<file path="src/rtl/xdma_irq_pkg.sv">
// rtl/xdma_irq_pkg.sv - shared state encoding and limits for the XDMA user-interrupt controller
package xdma_irq_pkg;

    typedef enum logic [1:0] {
        IDLE     = 2'd0,
        ASSERT   = 2'd1,
        DEASSERT = 2'd2
    } irq_state_e;

    localparam int NUM_CH_MIN      = 1;
    localparam int NUM_CH_MAX      = 16;
    localparam int ACK_TIMEOUT_MIN = 2;
    localparam int ACK_TIMEOUT_MAX = 65535;
    localparam int SYNC_STAGES_MAX = 3;
    localparam int CNT_W           = 16;

endpackage

</file>
<file path="src/rtl/xdma_irq_chan.sv">
// rtl/xdma_irq_chan.sv - one user-interrupt channel: edge detect, pending latch, ack/timeout FSM
module xdma_irq_chan
    import xdma_irq_pkg::*;
#(
    parameter bit LEGACY      = 1'b0,
    parameter int ACK_TIMEOUT = 1024
) (
    input  logic i_clk,
    input  logic i_rst,
    input  logic i_req,
    input  logic i_ack,
    output logic o_usr_irq_req,
    output logic o_req_ack,
    output logic o_timeout,
    output logic o_busy
);

    irq_state_e        state;
    logic [CNT_W-1:0]  cnt;
    logic              req_q;
    logic              armed;
    logic              pending;
    logic              rise;
    logic              expired;

    // armed stays low for the first cycle after reset so a level held through reset is not an edge
    assign rise    = armed & i_req & ~req_q;
    assign expired = (cnt == CNT_W'(ACK_TIMEOUT - 1));
    assign o_busy  = (state != IDLE) | pending;

    always_ff @(posedge i_clk or posedge i_rst) begin
        if (i_rst) begin
            state         <= IDLE;
            cnt           <= '0;
            req_q         <= 1'b0;
            armed         <= 1'b0;
            pending       <= 1'b0;
            o_usr_irq_req <= 1'b0;
            o_req_ack     <= 1'b0;
            o_timeout     <= 1'b0;
        end else begin
            req_q     <= i_req;
            armed     <= 1'b1;
            o_req_ack <= 1'b0;
            o_timeout <= 1'b0;
            case (state)
                IDLE: begin
                    if (rise || pending) begin
                        state         <= ASSERT;
                        o_usr_irq_req <= 1'b1;
                        pending       <= 1'b0;
                        cnt           <= '0;
                    end
                end
                ASSERT: begin
                    if (rise) pending <= 1'b1;
                    if (cnt != '1) cnt <= cnt + 1'b1;
                    // ack takes priority over an expiry landing in the same cycle
                    if (i_ack) begin
                        o_usr_irq_req <= 1'b0;
                        o_req_ack     <= 1'b1;
                        state         <= LEGACY ? DEASSERT : IDLE;
                        cnt           <= '0;
                    end else if (expired) begin
                        o_usr_irq_req <= 1'b0;
                        o_timeout     <= 1'b1;
                        pending       <= 1'b1;
                        state         <= IDLE;
                        cnt           <= '0;
                    end
                end
                DEASSERT: begin
                    if (rise) pending <= 1'b1;
                    if (cnt != '1) cnt <= cnt + 1'b1;
                    if (i_ack || expired) begin
                        o_timeout <= ~i_ack;
                        state     <= IDLE;
                        cnt       <= '0;
                    end
                end
                default: state <= IDLE;
            endcase
        end
    end

endmodule

</file>
<file path="src/rtl/xdma_irq_ctrl_mc.sv">
// rtl/xdma_irq_ctrl_mc.sv - multi-channel XDMA user-interrupt controller top
module xdma_irq_ctrl_mc
    import xdma_irq_pkg::*;
#(
    parameter int NUM_CH      = 2,
    parameter bit LEGACY      = 1'b0,
    parameter int ACK_TIMEOUT = 1024,
    parameter int SYNC_STAGES = 0
) (
    input  logic              i_clk,
    input  logic              i_rst,
    input  logic [NUM_CH-1:0] i_req,
    output logic [NUM_CH-1:0] o_req_ack,
    output logic [NUM_CH-1:0] o_usr_irq_req,
    input  logic [NUM_CH-1:0] i_usr_irq_ack,
    output logic [NUM_CH-1:0] o_timeout,
    output logic              o_busy
);

    localparam int SYNC_N = (SYNC_STAGES > SYNC_STAGES_MAX) ? SYNC_STAGES_MAX : SYNC_STAGES;
    localparam int TO_N   = (ACK_TIMEOUT < ACK_TIMEOUT_MIN) ? ACK_TIMEOUT_MIN :
                            (ACK_TIMEOUT > ACK_TIMEOUT_MAX) ? ACK_TIMEOUT_MAX : ACK_TIMEOUT;

    logic [NUM_CH-1:0] ack_s;
    logic [NUM_CH-1:0] busy;

    generate
        if (SYNC_N == 0) begin : g_nosync
            assign ack_s = i_usr_irq_ack;
        end else begin : g_sync
            logic [NUM_CH-1:0] sync_q [SYNC_N];
            always_ff @(posedge i_clk or posedge i_rst) begin
                if (i_rst) begin
                    for (int s = 0; s < SYNC_N; s++) sync_q[s] <= '0;
                end else begin
                    sync_q[0] <= i_usr_irq_ack;
                    for (int s = 1; s < SYNC_N; s++) sync_q[s] <= sync_q[s-1];
                end
            end
            assign ack_s = sync_q[SYNC_N-1];
        end

        for (genvar c = 0; c < NUM_CH; c++) begin : g_ch
            xdma_irq_chan #(
                .LEGACY      (LEGACY),
                .ACK_TIMEOUT (TO_N)
            ) u_chan (
                .i_clk         (i_clk),
                .i_rst         (i_rst),
                .i_req         (i_req[c]),
                .i_ack         (ack_s[c]),
                .o_usr_irq_req (o_usr_irq_req[c]),
                .o_req_ack     (o_req_ack[c]),
                .o_timeout     (o_timeout[c]),
                .o_busy        (busy[c])
            );
        end
    endgenerate

    assign o_busy = |busy;

endmodule

</file>
<file path="config.mk">
export PLATFORM = sky130hd
export DESIGN_NAME = xdma_irq_ctrl_mc
export DESIGN_NICKNAME = d
export VERILOG_FILES = /design/src/rtl/xdma_irq_pkg.sv /design/src/rtl/xdma_irq_chan.sv /design/src/rtl/xdma_irq_ctrl_mc.sv
export SDC_FILE = /design/constraint.sdc
export NUM_CORES = 1
export LEC_CHECK = 0
export BUFFER_PORTS_ARGS = -buffer_cell sky130_fd_sc_hd__buf_2
export CORE_ASPECT_RATIO = 1.75
export CORE_MARGIN = 2
export CORE_UTILIZATION = 65
export CTS_CLUSTER_DIAMETER = 200
export DETAILED_ROUTE_END_ITERATION = 6
export PLACE_DENSITY = 0.8
export SYNTH_ARGS = -nofsm -noshare
export SYNTH_HDL_FRONTEND = slang
export SYNTH_SLANG_ARGS = --single-unit
export TNS_END_PERCENT = 100
</file>
<file path="constraint.sdc">
create_clock -name i_clk -period 5.6 [get_ports i_clk]
set_input_delay 0 -clock i_clk [delete_from_list [all_inputs] [get_ports i_clk]]
set_output_delay 0 -clock i_clk [all_outputs]
set_load 0.02 [all_outputs]
</file>
==> impl_metrics.env, run 1 <==
export IMPL_status="finished, final reports clean"
export IMPL_io_buffers=12
export IMPL_cpPeakStageDelay_ns=0.53
export IMPL_grt_antenna_before_repair=0
export IMPL_r2r_start="g_ch[0].u_chan.cnt[10]"
export IMPL_cp_max_fo=14
export IMPL_yosys_warnings=0
export IMPL_synth_area_per_cell_um2=9.47
export IMPL_fin_setup_tns_ns=0
export IMPL_drv_cap=0
export IMPL_fin_ws_ns=3.35
export IMPL_ys_async_sr_fraction_pct=100
export IMPL_cp_slowest_cell="or4_1"
export IMPL_rsz0062_at_grt="false"
export IMPL_grt_pass1_vias=1819
export IMPL_crit_buf_inv=0
export IMPL_clock_insertion_delay_worst_skew_ns=0.29
export IMPL_skew_ns=0.00668
export IMPL_maxSlewViolCount=0
export IMPL_totalWireLength_mm=4.69
export IMPL_cp_data_required_time_ns=5.76
export IMPL_final_nets=263
export IMPL_dr_first_iter_drc_count=69
export IMPL_remaining_drc_errors=0
export IMPL_netlist_instances=242
export IMPL_yosys_cell_count_top_type="dfrtp_1"
export IMPL_die_area_um2=4030
export IMPL_powerDensity_nw_per_um2=307
export IMPL_min_period_ns=2.25
export IMPL_r2r_end="g_ch[0].u_chan.cnt[15]"
export IMPL_vias=1836
export IMPL_wl_per_cell_um=15.6
export IMPL_hold_viol_final=0
export IMPL_synth_area_leaders="dfrtp_1 (47%), nor2_1 (5.4%), xor2_1 (5.4%)"
export IMPL_r2r_cells=5
export IMPL_initial_core_util_pct=68.1
export IMPL_place_congestion=0.833
export IMPL_relSlewSlack_pct=59.3
export IMPL_synth_edf_count=0
export IMPL_fmax_mhz=445
export IMPL_rows=28
export IMPL_synth_cell_types=45
export IMPL_synth_commonest_cells="dfrtp_1 (43), nor2_1 (33), nand2_1 (19), nand3_1 (14), xor2_1 (14)"
export IMPL_synth_nets=250
export IMPL_cp_end_kind="flip-flop"
export IMPL_numClockSinks=43
export IMPL_syn_to_final_growth_pct=7.81
export IMPL_die_w_um=48.9
export IMPL_grt_pass1_wl_mm=7.96
export IMPL_ys_flop_type="dfrtp_1"
export IMPL_ys_seq_area_share_pct=47.0
export IMPL_start_kind="flip-flop"
export IMPL_clkTransAtPathRegs_ns=0.07
export IMPL_syn_cell_area_um2=2290
export IMPL_ir_drop_mv=0.298
export IMPL_yosys_area_top_type="dfrtp_1"
export IMPL_hold_path_class="in -> async"
export IMPL_ant_nets=0
export IMPL_via_per_inst=6.10
export IMPL_grt_max_degree=44
export IMPL_fin_crit_sh_pct=40.2
export IMPL_drive_above_1_share_pct=10.5
export IMPL_worst_pin_slew_ns=0.611
export IMPL_crit_chain="or4_1 > or4_4 > and3b_4 > nor2_4 > nor3_1"
export IMPL_path_class="reg -> reg"
export IMPL_cts_buffer_depth=2
export IMPL_drt_first_pass_iters=4
export IMPL_p_leak_uw=0.00107
export IMPL_core_area_um2=3360
export IMPL_cp_arrival_ns=2.41
export IMPL_die_h_um=82.5
export IMPL_crit_family="simple AND/OR/NAND/NOR gates"
export IMPL_htree_num_levels=2
export IMPL_grt_overflow=0
export IMPL_r2r_slack_ns=3.35
export IMPL_num_antenna_cells=0
export IMPL_dpl_hpwl_mm=3.39
export IMPL_synth_top_area_share_pct=47.0
export IMPL_grt_usage_pct=25.9
export IMPL_setup_viol=0
export IMPL_cts_tree="built"
export IMPL_synth_seq_cells=43
export IMPL_place_ws_ns=3.36
export IMPL_ioPinCount=13
export IMPL_clk_root_buffer_cell="clkbuf_8"
export IMPL_cts_buffers=5
-- cells by family after synthesis --
logic type,share of synthesized area [%]
AND/OR/NAND/NOR,29.2
buffers and inverters,4.31
multiplexers,1.75
flip-flops,47.0
AO/OA/AOI/OAI,9.67
other,0.164
adder cells (fa/ha/maj),1.09
XOR/XNOR,6.88
-- cells in the final DEF, fill, tap and decap left out, types with 7 or more instances in the layout --
| cell | n |
|---|---|
| nor3_1 | 8 |
| nand2_1 | 19 |
| nand3_1 | 14 |
| xor2_1 | 14 |
| and3_1 | 7 |
| nor2_1 | 33 |
| nand4_1 | 12 |
| buf_2 | 12 |
| dfrtp_1 | 43 |
| a21oi_1 | 9 |
-- where the power goes --
| part | switching, µW | leakage, µW | internal [µW] | total, µW |
|---|---|---|---|---|
| registers | 36.1 | 0.000585 | 341 | 377 |
| logic | 133 | 0.000448 | 63.6 | 197 |
| clock network | 97.0 | 0.0000422 | 87.4 | 184 |
| total | 266 | 0.00107 | 492 | 759 |
-- metal layers --
layer	track usage, %	up-vias	share of wire (%)	wire length [µm]
li1	-	881	-	-
met1	24.8	920	37	1720
met2	51.1	22	58	2720
met3	4.32	13	1.9	91
met4	15.7	0	3.5	165
met5	0	-	0	0
-- tightest hold or removal path: stages --
cell and delay (ns):
dlygate4sd3_1 0.54, buf_2 0.12, clkinv_1 0.04, buf_4 0.43
-- worst max-delay path by stage --
stage / start / slack, ns / end / depth (start not counted)
2_1_floorplan: g_ch[0].u_chan.cnt[10] / 3.56 / g_ch[0].u_chan.cnt[2] / 6
3_3_place_gp: g_ch[0].u_chan.cnt[10] / 3.40 / g_ch[0].u_chan.cnt[5] / 5
3_5_place_dp: g_ch[0].u_chan.cnt[10] / 3.36 / g_ch[0].u_chan.cnt[7] / 5
4_1_cts: g_ch[0].u_chan.cnt[10] / 3.35 / g_ch[0].u_chan.cnt[15] / 5
5_1_grt: g_ch[1].u_chan.cnt[11] / 3.27 / g_ch[1].u_chan.cnt[0] / 5
6_report: g_ch[0].u_chan.cnt[10] / 3.35 / g_ch[0].u_chan.cnt[15] / 5
-- state kept, by name (all words and copies together) (netlist names) --
signal and count:
g_ch.u_chan.pending 2, g_ch.u_chan.o_req_ack 2, g_ch.u_chan.armed 1, g_ch.u_chan.cnt 32, g_ch.u_chan.req_q 2, g_ch.u_chan.o_usr_irq_req 2, g_ch.u_chan.o_timeout 2
-- final cells by class --
class	instances	area, µm²
multi-input combinational	181	1120
fill	271	893
timing repair buffer	18	118
inverter	6	22.5
clock inverter	1	5.00
sequential	43	1080
clock buffer	7	76.3
tap	45	56.3
-- through the flow --
step,area (µm²),total power (µW),hold slack [ns],std cells,util [%]
after global placement,2340,574,0.133,288,69.5
final,2470,759,0.386,301,73.4
after detailed placement,2340,579,0.137,288,69.5
after CTS,2470,766,0.375,301,73.4
after global routing,2470,802,0.393,301,73.4
after floorplan,2290,545,0.0314,242,-
-- timing repair --
item	in CTS	in global routing
endpoints found under the hold margin	49	0
buffers inserted	0	0
hold buffers	5	0
gates resized for setup	0	0
No activity file was read; power rests on OpenSTA's default activity.
==> inputs of run 2 (changes only) <==
--- a/config.mk
+++ b/config.mk
@@ -5,13 +5,14 @@
 export SDC_FILE = /design/constraint.sdc
 export NUM_CORES = 1
 export LEC_CHECK = 0
+export ABC_AREA = 1
 export BUFFER_PORTS_ARGS = -buffer_cell sky130_fd_sc_hd__buf_2
 export CORE_ASPECT_RATIO = 1.75
 export CORE_MARGIN = 2
-export CORE_UTILIZATION = 65
+export CORE_UTILIZATION = 61
 export CTS_CLUSTER_DIAMETER = 200
 export DETAILED_ROUTE_END_ITERATION = 6
-export PLACE_DENSITY = 0.8
+export PLACE_DENSITY = 0.75
 export SYNTH_ARGS = -nofsm -noshare
 export SYNTH_HDL_FRONTEND = slang
 export SYNTH_SLANG_ARGS = --single-unit
==> constraint.sdc (replaced) <==
create_clock -name i_clk -period 2.13 [get_ports i_clk]
set_input_delay 0 -clock i_clk [delete_from_list [all_inputs] [get_ports i_clk]]
set_output_delay 0 -clock i_clk [all_outputs]
set_load 0.02 [all_outputs]
==> impl_metrics.env, run 2 <==
export IMPL_status="finished, final reports clean"
export IMPL_path_class="reg -> reg"
export IMPL_io_buffers=12
export IMPL_grt_pass1_vias=2479
export IMPL_min_to="g_ch[1].u_chan.req_q"
export IMPL_synth_cell_types=34
export IMPL_dr_first_iter_drc_count=107
export IMPL_synthMuxAreaShare_pct=0
export IMPL_powerDensity_nw_per_um2=819
export IMPL_synthAdderAreaFrac_pct=0.903
export IMPL_numClockSinks=43
export IMPL_vias=2608
export IMPL_start_kind="flip-flop"
export IMPL_drv_cap=0
export IMPL_fin_crit_sh_pct=86.6
export IMPL_die_w_um=55.0
export IMPL_setup_viol=0
export IMPL_ys_async_sr_fraction_pct=100
export IMPL_yosys_cell_count_top_type="nand2_1"
export IMPL_r2r_cells=10
export IMPL_synth_area_per_cell_um2=7.11
export IMPL_cts_tree="built"
export IMPL_cp_data_required_time_ns=2.36
export IMPL_multi_input_area_um2=1400
export IMPL_synth_nets=398
export IMPL_final_cell_mix="nand2_1 (93), nor2_1 (62), inv_1 (48)"
export IMPL_die_area_um2=5120
export IMPL_hold_start="i_req[1]"
export IMPL_synth_seq_cells=43
export IMPL_num_antenna_cells=0
export IMPL_synth_top_area_share_pct=38.8
export IMPL_via_per_inst=5.69
export IMPL_rsz0062_at_grt="false"
export IMPL_p_seq_share_pct=41.0
export IMPL_p_switching_uw=991
export IMPL_grt_overflow=0
export IMPL_ys_seq_area_share_pct=38.8
export IMPL_ys_flop_type="dfrtp_1"
export IMPL_gr_max_usage_layer="met2"
export IMPL_regMostFlops="g_ch.u_chan.cnt"
export IMPL_netlist_instances=390
export IMPL_ant_nets=0
export IMPL_syn_to_final_growth_pct=7.54
export IMPL_synth_commonest_cells="nand2_1 (93), nor2_1 (62), inv_1 (49), nand3_1 (45), dfrtp_1 (43)"
export IMPL_use_met3_pct=3.67
export IMPL_combPwrFrac_pct=32.3
export IMPL_rows=32
export IMPL_place_congestion=0.957
export IMPL_ioPinCount=13
export IMPL_synth_simple_gate_area_share_pct=42.6
export IMPL_yosys_warnings=0
export IMPL_clock_insertion_delay_worst_skew_ns=0.30
export IMPL_skew_ns=0.00621
export IMPL_cp_arrival_ns=2.07
export IMPL_core_area_um2=4400
export IMPL_grt_usage_pct=29.6
export IMPL_fmax_mhz=542
export IMPL_netSwitchingFraction_pct=40.6
export IMPL_drive_above_1_share_pct=13.3
export IMPL_synth_top_family_by_area="simple AND/OR/NAND/NOR gates"
export IMPL_cts_buffer_depth=2
export IMPL_synth_xor_area_share_pct=0.316
export IMPL_post_cts_resized=0
export IMPL_postCtsSetupBuffers=0
export IMPL_totalWireLength_mm=6.77
export IMPL_fin_ws_ns=0.285
export IMPL_layout_commonest_cell="nand2_1"
export IMPL_synth_area_leaders="dfrtp_1 (39%), nand2_1 (13%), nor2_1 (8.4%)"
export IMPL_final_util_pct=67.7
export IMPL_wl_per_cell_um=14.8
export IMPL_relSlewSlack_pct=63.1
export IMPL_grt_max_degree=44
export IMPL_initial_core_util_pct=62.9
export IMPL_grt_use_met2_pct=53.7
export IMPL_largest_reg_flops=32
export IMPL_htree_num_levels=2
export IMPL_p_int_uw=1450
export IMPL_cts_hold_fix_buffers=5
export IMPL_grt_pass1_wl_mm=10.9
export IMPL_r2r_start="g_ch[0].u_chan.cnt[0]"
export IMPL_synth_compound_area_share_pct=6.50
export IMPL_p_leak_uw=0.00143
export IMPL_hold_path_class="in -> reg"
export IMPL_place_ws_ns=0.363
export IMPL_clockPowerShare_pct=26.7
export IMPL_cp_max_fo=10
export IMPL_whs_path_depth=2
export IMPL_remaining_drc_errors=0
export IMPL_grt_antenna_before_repair=0
export IMPL_synth_edf_count=0
export IMPL_r2r_end="g_ch[0].u_chan.cnt[0]"
export IMPL_fill_cells=407
export IMPL_dpl_hpwl_mm=4.96
export IMPL_yosys_area_top_type="dfrtp_1"
export IMPL_die_h_um=93.2
export IMPL_seqCellArea_um2=1080
export IMPL_drt_first_pass_iters=4
export IMPL_worst_pin_slew_ns=0.548
export IMPL_hold_viol_final=0
export IMPL_clkTransAtPathRegs_ns=0.09
export IMPL_clk_root_buffer_cell="clkbuf_8"
export IMPL_syn_cell_area_um2=2770
export IMPL_min_period_ns=1.84
export IMPL_fin_setup_tns_ns=0
export IMPL_final_nets=414
export IMPL_cts_buffers=5
export IMPL_r2r_slack_ns=0.29
export IMPL_grt_util_met1_pct=28.8
export IMPL_maxSlewViolCount=0
export IMPL_cp_end_kind="flip-flop"
export IMPL_ir_drop_mv=0.584
==> run 2: metrics by stage <==
step	hold slack, ns	instances	cell area, µm²	total power (µW)
after global placement	0.125	445	2820	1780
after global routing	0.359	458	2980	2580
after CTS	0.344	458	2980	2450
final	0.355	458	2980	2440
after detailed placement	0.127	445	2820	1790
after floorplan	0.0314	390	2770	1710
==> run 2: cell type report <==
cell class	count	area share, %
Multi-Input combinational cell	284	46.9
Inverter	53	6.84
Sequential cell	43	36.1
Clock inverter	3	1.47
Tap cell	51	2.14
Clock buffer	5	2.31
Timing Repair Buffer	19	4.20
==> run 2: power by group through the flow <==
stage	sequential (µW)	clock (µW)	combinational, µW
after floorplan	966	0	741
after global placement	1010	0	770
after detailed placement	1010	0	778
after CTS	996	666	786
after global routing	1010	701	868
final	1000	651	788
==> run 2: cell families after synthesis <==
logic type      after synthesis
flops                        43
simple gates                250
compound gates               30
other cells                   1
buf+inv                      63
xor+xnor                      1
fa+ha+maj                     2
==> run 2: worst max-delay path by stage <==
stage,startpoint,endpoint,slack (ns),cells past startpoint
floorplan,g_ch[1].u_chan.cnt[1],g_ch[1].u_chan.cnt[1],0.57,9
global placement,g_ch[0].u_chan.cnt[0],g_ch[0].u_chan.cnt[10],0.39,9
detailed placement,g_ch[0].u_chan.cnt[0],g_ch[0].u_chan.cnt[0],0.36,10
CTS,g_ch[0].u_chan.cnt[0],g_ch[0].u_chan.cnt[0],0.30,10
global route,g_ch[0].u_chan.cnt[0],g_ch[0].u_chan.cnt[0],0.16,10
finish,g_ch[0].u_chan.cnt[0],g_ch[0].u_chan.cnt[0],0.29,10
==> run 2: layer usage <==
layer | share of wire [%] | wire length [µm] | vias up
met5 | 0 | 0 | -
met3 | 2.6 | 178 | 32
li1 | - | - | 1282
met1 | 35 | 2390 | 1228
met2 | 56 | 3770 | 66
met4 | 6.3 | 426 | 0
==> run 2: worst max-delay path, stage by stage, from the launching register on <==
cell	delay (ns)
dfrtp_1	0.42
ha_1	0.24
nand2_2	0.09
nor2_1	0.07
nand2_2	0.10
nor2_1	0.06
nor2_2	0.29
clkinv_4	0.19
nand2_4	0.16
nand2_1	0.06
o21ai_1	0.08
